$ cat src/rtl/rv32i_lsu_pkg.sv
// rtl/rv32i_lsu_pkg.sv - shared types, funct3 codes and access-check helpers for the load/store unit
// Contents: F3_* size/sign codes, OUT_SEL_NONE, lsu_state_t, req_error(), lane_mask().
package rv32i_lsu_pkg;

  localparam logic [2:0] F3_B  = 3'd0;
  localparam logic [2:0] F3_H  = 3'd1;
  localparam logic [2:0] F3_W  = 3'd2;
  localparam logic [2:0] F3_BU = 3'd4;
  localparam logic [2:0] F3_HU = 3'd5;

  // Decoder select value that maps to no device; reads return zero.
  localparam logic [1:0] OUT_SEL_NONE = 2'd3;

  typedef enum logic [1:0] {
    IDLE  = 2'd0,
    ISSUE = 2'd1,
    WAIT  = 2'd2,
    RESP  = 2'd3
  } lsu_state_t;

  // Illegal size/sign code or an address not aligned to the access size.
  function automatic logic req_error(input logic we, input logic [2:0] funct3,
                                     input logic [1:0] addr_lo);
    logic illegal;
    logic misaligned;
    if (we) illegal = (funct3 > F3_W);
    else    illegal = !(funct3 inside {F3_B, F3_H, F3_W, F3_BU, F3_HU});
    misaligned = ((funct3[1:0] == 2'd1) && addr_lo[0]) ||
                 ((funct3[1:0] == 2'd2) && (addr_lo != 2'd0));
    return illegal || misaligned;
  endfunction

  // Byte lanes touched by an access; funct3[1:0] encodes the size for both loads and stores.
  function automatic logic [3:0] lane_mask(input logic [2:0] funct3, input logic [1:0] addr_lo);
    logic [3:0] base;
    case (funct3[1:0])
      2'd0:    base = 4'b0001;
      2'd1:    base = 4'b0011;
      default: base = 4'b1111;
    endcase
    return base << addr_lo;
  endfunction

endpackage

$ cat src/rtl/lsu_load_align.sv
// rtl/lsu_load_align.sv - selects the addressed byte/half of a read word and extends it to 32 bits
// Ports: word (device read word), addr_lo (byte offset), funct3 (size/sign code),
//        data (extended result, zero for codes that are not loads).
module lsu_load_align
  import rv32i_lsu_pkg::*;
(
  input  logic [31:0] word,
  input  logic [1:0]  addr_lo,
  input  logic [2:0]  funct3,
  output logic [31:0] data
);

  logic [31:0] shifted;

  always_comb begin
    shifted = word >> {addr_lo, 3'b000};
    case (funct3)
      F3_B:    data = {{24{shifted[7]}}, shifted[7:0]};
      F3_H:    data = {{16{shifted[15]}}, shifted[15:0]};
      F3_W:    data = shifted;
      F3_BU:   data = {24'd0, shifted[7:0]};
      F3_HU:   data = {16'd0, shifted[15:0]};
      default: data = 32'd0;
    endcase
  end

endmodule

$ cat src/rtl/load_store_unit.sv
// rtl/load_store_unit.sv - single-outstanding load/store bus master between the core and the address decoder
// Ports: clk, rst (async, active low); req_* core request (valid/ready handshake);
//        rsp_* one-cycle response; bus_* single-cycle strobe to the decoder;
//        bus_out_sel decoder select for bus_addr; rdata0..2 device read data.
module load_store_unit
  import rv32i_lsu_pkg::*;
#(
  parameter int ADDR_W       = 14,
  parameter int READ_LATENCY = 1
) (
  input  logic              clk,
  input  logic              rst,
  input  logic              req_valid,
  output logic              req_ready,
  input  logic              req_we,
  input  logic [2:0]        req_funct3,
  input  logic [31:0]       req_addr,
  input  logic [31:0]       req_wdata,
  output logic              rsp_valid,
  output logic [31:0]       rsp_rdata,
  output logic              rsp_err,
  output logic [ADDR_W-1:0] bus_addr,
  output logic              bus_wen,
  output logic              bus_ren,
  output logic [3:0]        bus_be,
  output logic [31:0]       bus_wdata,
  input  logic [1:0]        bus_out_sel,
  input  logic [31:0]       rdata0,
  input  logic [31:0]       rdata1,
  input  logic [31:0]       rdata2
);

  // WAIT counts down from READ_LATENCY-1; zero marks the cycle device data is valid.
  localparam logic [1:0] WAIT_INIT = 2'(READ_LATENCY - 1);

  lsu_state_t  state, state_next;
  logic        lat_we;
  logic [2:0]  lat_funct3;
  logic [1:0]  lat_addr_lo;
  logic [1:0]  lat_sel;
  logic [1:0]  wait_cnt;
  logic        accept;
  logic        acc_err;
  logic [31:0] wdata_rep;
  logic [31:0] dev_word;
  logic [31:0] load_data;

  assign req_ready = (state == IDLE);
  assign rsp_valid = (state == RESP);
  assign accept    = req_valid && req_ready;
  assign acc_err   = req_error(req_we, req_funct3, req_addr[1:0]);

  always_comb begin
    case (req_funct3[1:0])
      2'd0:    wdata_rep = {4{req_wdata[7:0]}};
      2'd1:    wdata_rep = {2{req_wdata[15:0]}};
      default: wdata_rep = req_wdata;
    endcase
  end

  always_comb begin
    case (lat_sel)
      2'd0:    dev_word = rdata0;
      2'd1:    dev_word = rdata1;
      2'd2:    dev_word = rdata2;
      default: dev_word = 32'd0;
    endcase
  end

  lsu_load_align u_align (
    .word    (dev_word),
    .addr_lo (lat_addr_lo),
    .funct3  (lat_funct3),
    .data    (load_data)
  );

  always_ff @(posedge clk or negedge rst) begin
    if (!rst) state <= IDLE;
    else      state <= state_next;
  end

  always_comb begin
    state_next = state;
    case (state)
      IDLE:    if (req_valid) state_next = acc_err ? RESP : ISSUE;
      ISSUE:   state_next = lat_we ? RESP : WAIT;
      WAIT:    if (wait_cnt == 2'd0) state_next = RESP;
      RESP:    state_next = IDLE;
      default: state_next = IDLE;
    endcase
  end

  always_ff @(posedge clk or negedge rst) begin
    if (!rst) begin
      bus_addr    <= '0;
      bus_wen     <= 1'b0;
      bus_ren     <= 1'b0;
      bus_be      <= 4'd0;
      bus_wdata   <= 32'd0;
      rsp_rdata   <= 32'd0;
      rsp_err     <= 1'b0;
      lat_we      <= 1'b0;
      lat_funct3  <= 3'd0;
      lat_addr_lo <= 2'd0;
      lat_sel     <= 2'd0;
      wait_cnt    <= 2'd0;
    end else begin
      // Bus outputs are one-cycle pulses: cleared every cycle unless a request is launched.
      bus_addr  <= '0;
      bus_wen   <= 1'b0;
      bus_ren   <= 1'b0;
      bus_be    <= 4'd0;
      bus_wdata <= 32'd0;
      case (state)
        IDLE: if (accept) begin
          lat_we      <= req_we;
          lat_funct3  <= req_funct3;
          lat_addr_lo <= req_addr[1:0];
          if (acc_err) begin
            rsp_err   <= 1'b1;
            rsp_rdata <= 32'd0;
          end else begin
            bus_addr  <= req_addr[ADDR_W+1:2];
            bus_be    <= lane_mask(req_funct3, req_addr[1:0]);
            bus_wen   <= req_we;
            bus_ren   <= !req_we;
            bus_wdata <= req_we ? wdata_rep : 32'd0;
          end
        end
        ISSUE: begin
          // Decoder select is combinational on bus_addr, so it is only valid now.
          lat_sel  <= bus_out_sel;
          wait_cnt <= WAIT_INIT;
          if (lat_we) begin
            rsp_err   <= 1'b0;
            rsp_rdata <= 32'd0;
          end
        end
        WAIT: begin
          wait_cnt <= wait_cnt - 2'd1;
          if (wait_cnt == 2'd0) begin
            rsp_err   <= 1'b0;
            rsp_rdata <= load_data;
          end
        end
        default: ;
      endcase
    end
  end

endmodule
$ cat config.mk
export PLATFORM = sky130hd
export DESIGN_NAME = load_store_unit
export DESIGN_NICKNAME = d
export VERILOG_FILES = /design/src/rtl/rv32i_lsu_pkg.sv /design/src/rtl/lsu_load_align.sv /design/src/rtl/load_store_unit.sv
export SDC_FILE = /design/constraint.sdc
export NUM_CORES = 1
export LEC_CHECK = 0
export CORE_UTILIZATION = 42
export CTS_BUF_LIST = sky130_fd_sc_hd__clkbuf_8
export CTS_CLUSTER_SIZE = 20
export DETAILED_ROUTE_END_ITERATION = 7
export GPL_TIMING_DRIVEN = 0
export PLACE_DENSITY_LB_ADDON = 0.15
export SYNTH_ARGS = -nofsm -noshare
export SYNTH_HDL_FRONTEND = slang
export SYNTH_SLANG_ARGS = --single-unit
$ cat constraint.sdc
create_clock -name clk -period 3 [get_ports clk]
set_input_delay 0.9 -clock clk [delete_from_list [all_inputs] [get_ports clk]]
set_output_delay 0.9 -clock clk [all_outputs]
set_load 0.03 [all_outputs]
Word level (Yosys, flattened, before mapping) --
Cells that the tools add are included.
Operators by class: $add $sub $neg 1, reductions and logical operators 20, muxes and demuxes 40, shift operators 2, eq/ne operators 20, $lt $le $gt $ge 1
Operator list (count):
- 32-bit 2-to-1 mux | 8
- 32-bit case mux with 3 select lines | 2
- 32-bit case mux with 5 select lines | 1
- 32-bit case mux with 2 select lines | 1
- 14-bit 2-to-1 mux | 3
- 32-bit by 5-bit >> shifter with 32-bit output | 1
- 4-bit 2-to-1 mux | 6
- 3-bit equality test (second input constant) | 4
- 1-bit 2-to-1 mux | 12
- 2-bit equality test (second input constant) | 4
- 2-bit zero test | 4
- 2-bit case mux with 4 select lines | 1
- 4-bit case mux with 2 select lines | 1
- 2-bit by 1-bit equality test with 1-bit output (second input constant) | 3
- 3-bit by 1-bit equality test with 1-bit output (second input constant) | 2
- 3-bit by 2-bit equality test with 1-bit output (second input constant) | 2
- 3-bit zero test | 2
- 2-bit 2-to-1 mux | 3
- 2-bit != test (second input constant) | 3
- 5-bit AND reduction | 1
- 5-bit nonzero test | 1
- 2-bit by 1-bit != test with 1-bit output (second input constant) | 2
- 2-bit case mux with 2 select lines | 1
- 2-bit AND reduction | 2
- other kinds (9) | 14
Word-level totals: input bits 169, output and inout port bits 87, bits in registers 97, logic and storage cells 97

Logic depth before layout (Yosys ltp) --
depth in word-level cells 12, mapped depth 10, mapped depth without buffers 8

Cells and area by module --
A second synthesis with hierarchy kept.
Unflattened totals: cell total of the unflattened synthesis 589, area, all modules 5422.7 um^2
Modules (own cells, without submodules):
- load_store_unit | cells an instance 480, area each 4619.4 um^2, sequential area each 2427.3 um^2, instances 1
- lsu_load_align | cells an instance 109, area each 803.3 um^2, sequential area each 0.0 um^2, instances 1

Worst setup path before layout --
OpenSTA, ideal clock, no wires.
path kind input-to-reg, from in rdata2[15], to reg rsp_rdata[28], setup slack 0.420 ns, cell stages on the path 7, arrival 2.456 ns, path buffers 1, setup time 0.124 ns, required time 2.876 ns, cells stage by stage mux4_2 -> a221oi_2 -> or2b_1 -> a211oi_1 -> a41o_4 -> buf_6 -> a211o_1
Between the ends: cells in the longest elaborated chain, start to end 5
Ends and longest elaborated chain:
- start, declared | line load_store_unit.sv:30 | input logic [31:0] rdata2
- 32-bit case mux with 3 select lines | line load_store_unit.sv:62 | case (lat_sel)
- 32-bit by 5-bit >> shifter with 32-bit output | line lsu_load_align.sv:16 | shifted = word >> {addr_lo, 3'b000};
- 32-bit case mux with 5 select lines | line lsu_load_align.sv:17 | case (funct3)
- 32-bit 2-to-1 mux | line load_store_unit.sv:141 | if (wait_cnt == 2'd0) begin
- 32-bit case mux with 3 select lines | line load_store_unit.sv:114 | case (state)
- end signal, assigned | line load_store_unit.sv:143 | rsp_rdata <= load_data;
- end, declared | line load_store_unit.sv:20 | output logic [31:0] rsp_rdata,
Every way passes these cells. The select of a mux whose other input is x is not followed. A chain may end at the register's enable or synchronous reset.

Final worst setup path --
from reg state[0], to out req_ready
Between the ends: cells in the longest elaborated chain, start to end 1
Ends and longest elaborated chain:
- start, declared | line load_store_unit.sv:36 | lsu_state_t state, state_next;
- start signal, assigned | line load_store_unit.sv:79 | else state <= state_next;
- 2-bit zero test | line load_store_unit.sv:48 | assign req_ready = (state == IDLE);
- end, declared | line load_store_unit.sv:14 | output logic req_ready,
Every way passes these cells.

==> run metrics <==
status complete, but fails checks; violations in the final reports design-rule violations; maximum VDD drop 0.357 mV; Worst Hold Slack 0.499 ns; WP data arrival a little over 2 ns; setup TNS 0 ns; total nets after synthesis around 700; P_int roughly 3.4 mW; share of final-layout standard cells stronger than drive strength 1 0.0636; reg-to-reg slack, setup 0.38 ns; setup repair after global routing missed its margin true; highest fanout seen on the critical path 8; number of max-cap violations 0; combinational fraction of design power 0.571; Seq/Total Area, Yosys 0.481; Routed wire per std cell between 15 and 20 um; quantity of hold-fixing buffers added after cts 0; wire length reported by the detailed router roughly 18000 um; Final Skew 0.00818 ns; number of buffer and inverter instances along the worst setup path 2; area of the core approximately 0.012 mm^2; final-report setup violation count 0; TritonCTS clock tree built; vias per std cell 5.51; clock slew at the register clock pins of the worst setup and hold paths 0.10 ns; leakage power 3.57 nW; cell row count 39; die area 0.0125 mm^2; largest net degree at the start of global routing 58; final core utilization 0.682; Clock Root Buffer sky130_fd_sc_hd__clkbuf_8; worst max-slew margin expressed relative to the limit 0.514; actual transition at the worst max-transition pin 0.729 ns; Post-Synthesis Cell Area 0.00504 mm^2; Yosys reg bits between 90 and 100; final global-route overflow total 0; unique cell type count in the Yosys netlist 46; commonest cells after routing, fill and taps aside sky130_fd_sc_hd__clkdlybuf4s50_1 (237), sky130_fd_sc_hd__dfrtp_1 (97), sky130_fd_sc_hd__nor2_1 (72); remaining design rule violation count 18; Post-synth EDFFs 0; cell with the largest stage delay on the worst path sky130_fd_sc_hd__clkdlybuf4s50_1; number of antenna violations at the first check in global routing 0; horizontal die dimension 112 um; f_max around 340 MHz; net switching power 2.84 mW; global-route wire length before repair 27500 um; Sinks on Clock Net 97; worst reg-to-reg path cell count 9; Max Root-Sink Buffers 2; worst setup path category reg2out; CTS H-tree lvls 3; final-stage net count 955; proportion of power drawn by flip-flops and latches 0.275; clock network power share 0.154; via count of the first global-routing pass around 5200; Cells after Synth around 530; top cell family by delay on the critical path buffers and inverters; clock buffers created by TritonCTS 9; starting density of the core 0.436; origin of the critical flop-to-flop path state[0]$_DFFE_PN0P_; Min-Delay Path Class in2async; area overhead of the layout relative to synthesis 56.3%; Starting DRT DRC Count 312; number of ports placed on the die boundary between 200 and 300; reg-to-reg endpoint rsp_rdata[22]$_DFFE_PN0P_; Critical Path Max Stage Delay 0.75 ns; detailed placer's ending HPWL 13700 um; most common library cell in the layout ignoring fill and taps sky130_fd_sc_hd__clkdlybuf4s50_1; Worst-Skew Late Latency roughly 0.36 ns; final count of hold timing violations 0; diodes inserted 0; Pre-antenna DRT Iters 8; fraction of power spent switching nets 0.454; post-layout min period between 2 and 3 ns; number of pins exceeding their max-slew limit in the final report 0; Final Cycle Share 0.975; count of port buffers added during placement ~240; Global Route Usage Sum 0.285; final antenna-violating net count 0; proportion of synthesized flip-flops having asynchronous set or reset 1.00; Worst setup SP type flop; required time of the critical path about 2.1 ns; average cell area after synthesis 9.57 um^2; P per Cell Area 794 mW/mm^2; number of fill cells 974; Placer Congestion 0.938; Post-synth top flop sky130_fd_sc_hd__dfrtp_1; yosys warns 0; vias after detailed routing 5123; Worst setup EP type output port; Die Y between 100 and 150 um; sequence of cells on the critical path inv_1 > ha_1 > clkdlybuf4s50_1
==> area by class of cell <==
class | count | area, um^2 | area share
Multi-Input combinational cell | 382 | 2410 | 0.306
Sequential cell | 97 | 2430 | 0.308
Tap cell | 143 | 179 | 0.0227
Timing Repair Buffer | 243 | 2430 | 0.309
Clock inverter | 7 | 103 | 0.0130
Buffer | 36 | 159 | 0.0201
Clock buffer | 9 | 124 | 0.0157
Inverter | 12 | 45.0 | 0.00571
==> layer usage <==
layer	share of wire	GRT usage	vias to the layer above
met5	0	0	-
met4	0.025	0.108	0
met3	0.11	0.0876	30
met2	0.46	0.468	277
met1	0.40	0.352	2416
li1	-	-	2400
==> power by group through the flow <==
stage               combinational (mW)  sequential (mW)  clock [mW]
global placement                  3.48             1.74           0
global route                      3.87             1.76        1.03
finish                            3.58             1.72       0.962
floorplan                         1.94             2.03           0
CTS                               3.55             1.72       0.981
detailed placement                3.51             1.75           0
==> flip-flops by register name, indices dropped and copies added, names as in the netlist <==
register	cells
bus_wdata	32
bus_be	4
wait_cnt	2
state	2
lat_funct3	3
bus_wen	1
lat_sel	2
bus_addr	14
lat_we	1
bus_ren	1
rsp_err	1
rsp_rdata	32
lat_addr_lo	2
==> cell usage after synthesis (all sizes together) (2+ instances only) <==
cell     count  area share
a211o       12       0.021
a211oi       3      0.0045
a21oi       43       0.043
a221o       10       0.020
a22o         9       0.016
a22oi        5      0.0074
a31o         2      0.0035
a32oi        3      0.0052
and2         8      0.0099
and3        15       0.019
buf         11       0.013
clkbuf      25       0.019
dfrtp       97        0.48
ha           5       0.012
inv         12      0.0089
mux2         9       0.020
mux2i       42       0.083
nand2       52       0.039
nand3        6      0.0060
nor2        72       0.054
nor2b        4      0.0050
nor3        10       0.012
o211ai       3      0.0045
o21ai       31       0.031
o221ai       2      0.0035
o22ai       13       0.016
o2bb2ai      8       0.014
or2          2      0.0025
==> cell families after synthesis <==
family | synth area share
buffers and inverters | 0.0402
DFF | 0.481
and+or+nand+nor | 0.152
muxes | 0.108
AOI/OAI and AO/OA | 0.207
adders and majority gates | 0.0124
==> worst max-delay path by stage <==
stage,to,cells past startpoint,start,slack [ns]
CTS,req_ready,3,state[0]$_DFFE_PN0P_,0.07
finish,req_ready,3,state[0]$_DFFE_PN0P_,0.07
global placement,rsp_rdata[2]$_DFFE_PN0P_,1,rst,-2.41
global route,rsp_rdata[25]$_DFFE_PN0P_,8,req_addr[1],-0.003
floorplan,rsp_rdata[28]$_DFFE_PN0P_,7,rdata2[15],0.42
detailed placement,rsp_rdata[22]$_DFFE_PN0P_,8,req_valid,-0.61
==> stage by stage <==
stage	instances	total power, mW	instance area [um^2]	worst slack (ns)
2_1_floorplan	527	3.97	5040	0.420
3_3_place_gp	909	5.23	7620	-2.41
3_5_place_dp	910	5.26	7640	-0.606
4_1_cts	928	6.25	7880	0.0657
5_1_grt	929	6.66	7890	-0.00301
6_report	929	6.26	7890	0.0747
==> repair_timing <==
item                       4_1_cts  5_1_grt
setup endpoints to repair       26       11
gates resized for setup          1        4
hold endpoints to repair         0        0
setup buffers                    2        1
gates cloned                     0        0
pin swaps                        1        1
No activity file was read; power rests on OpenSTA's default activity.
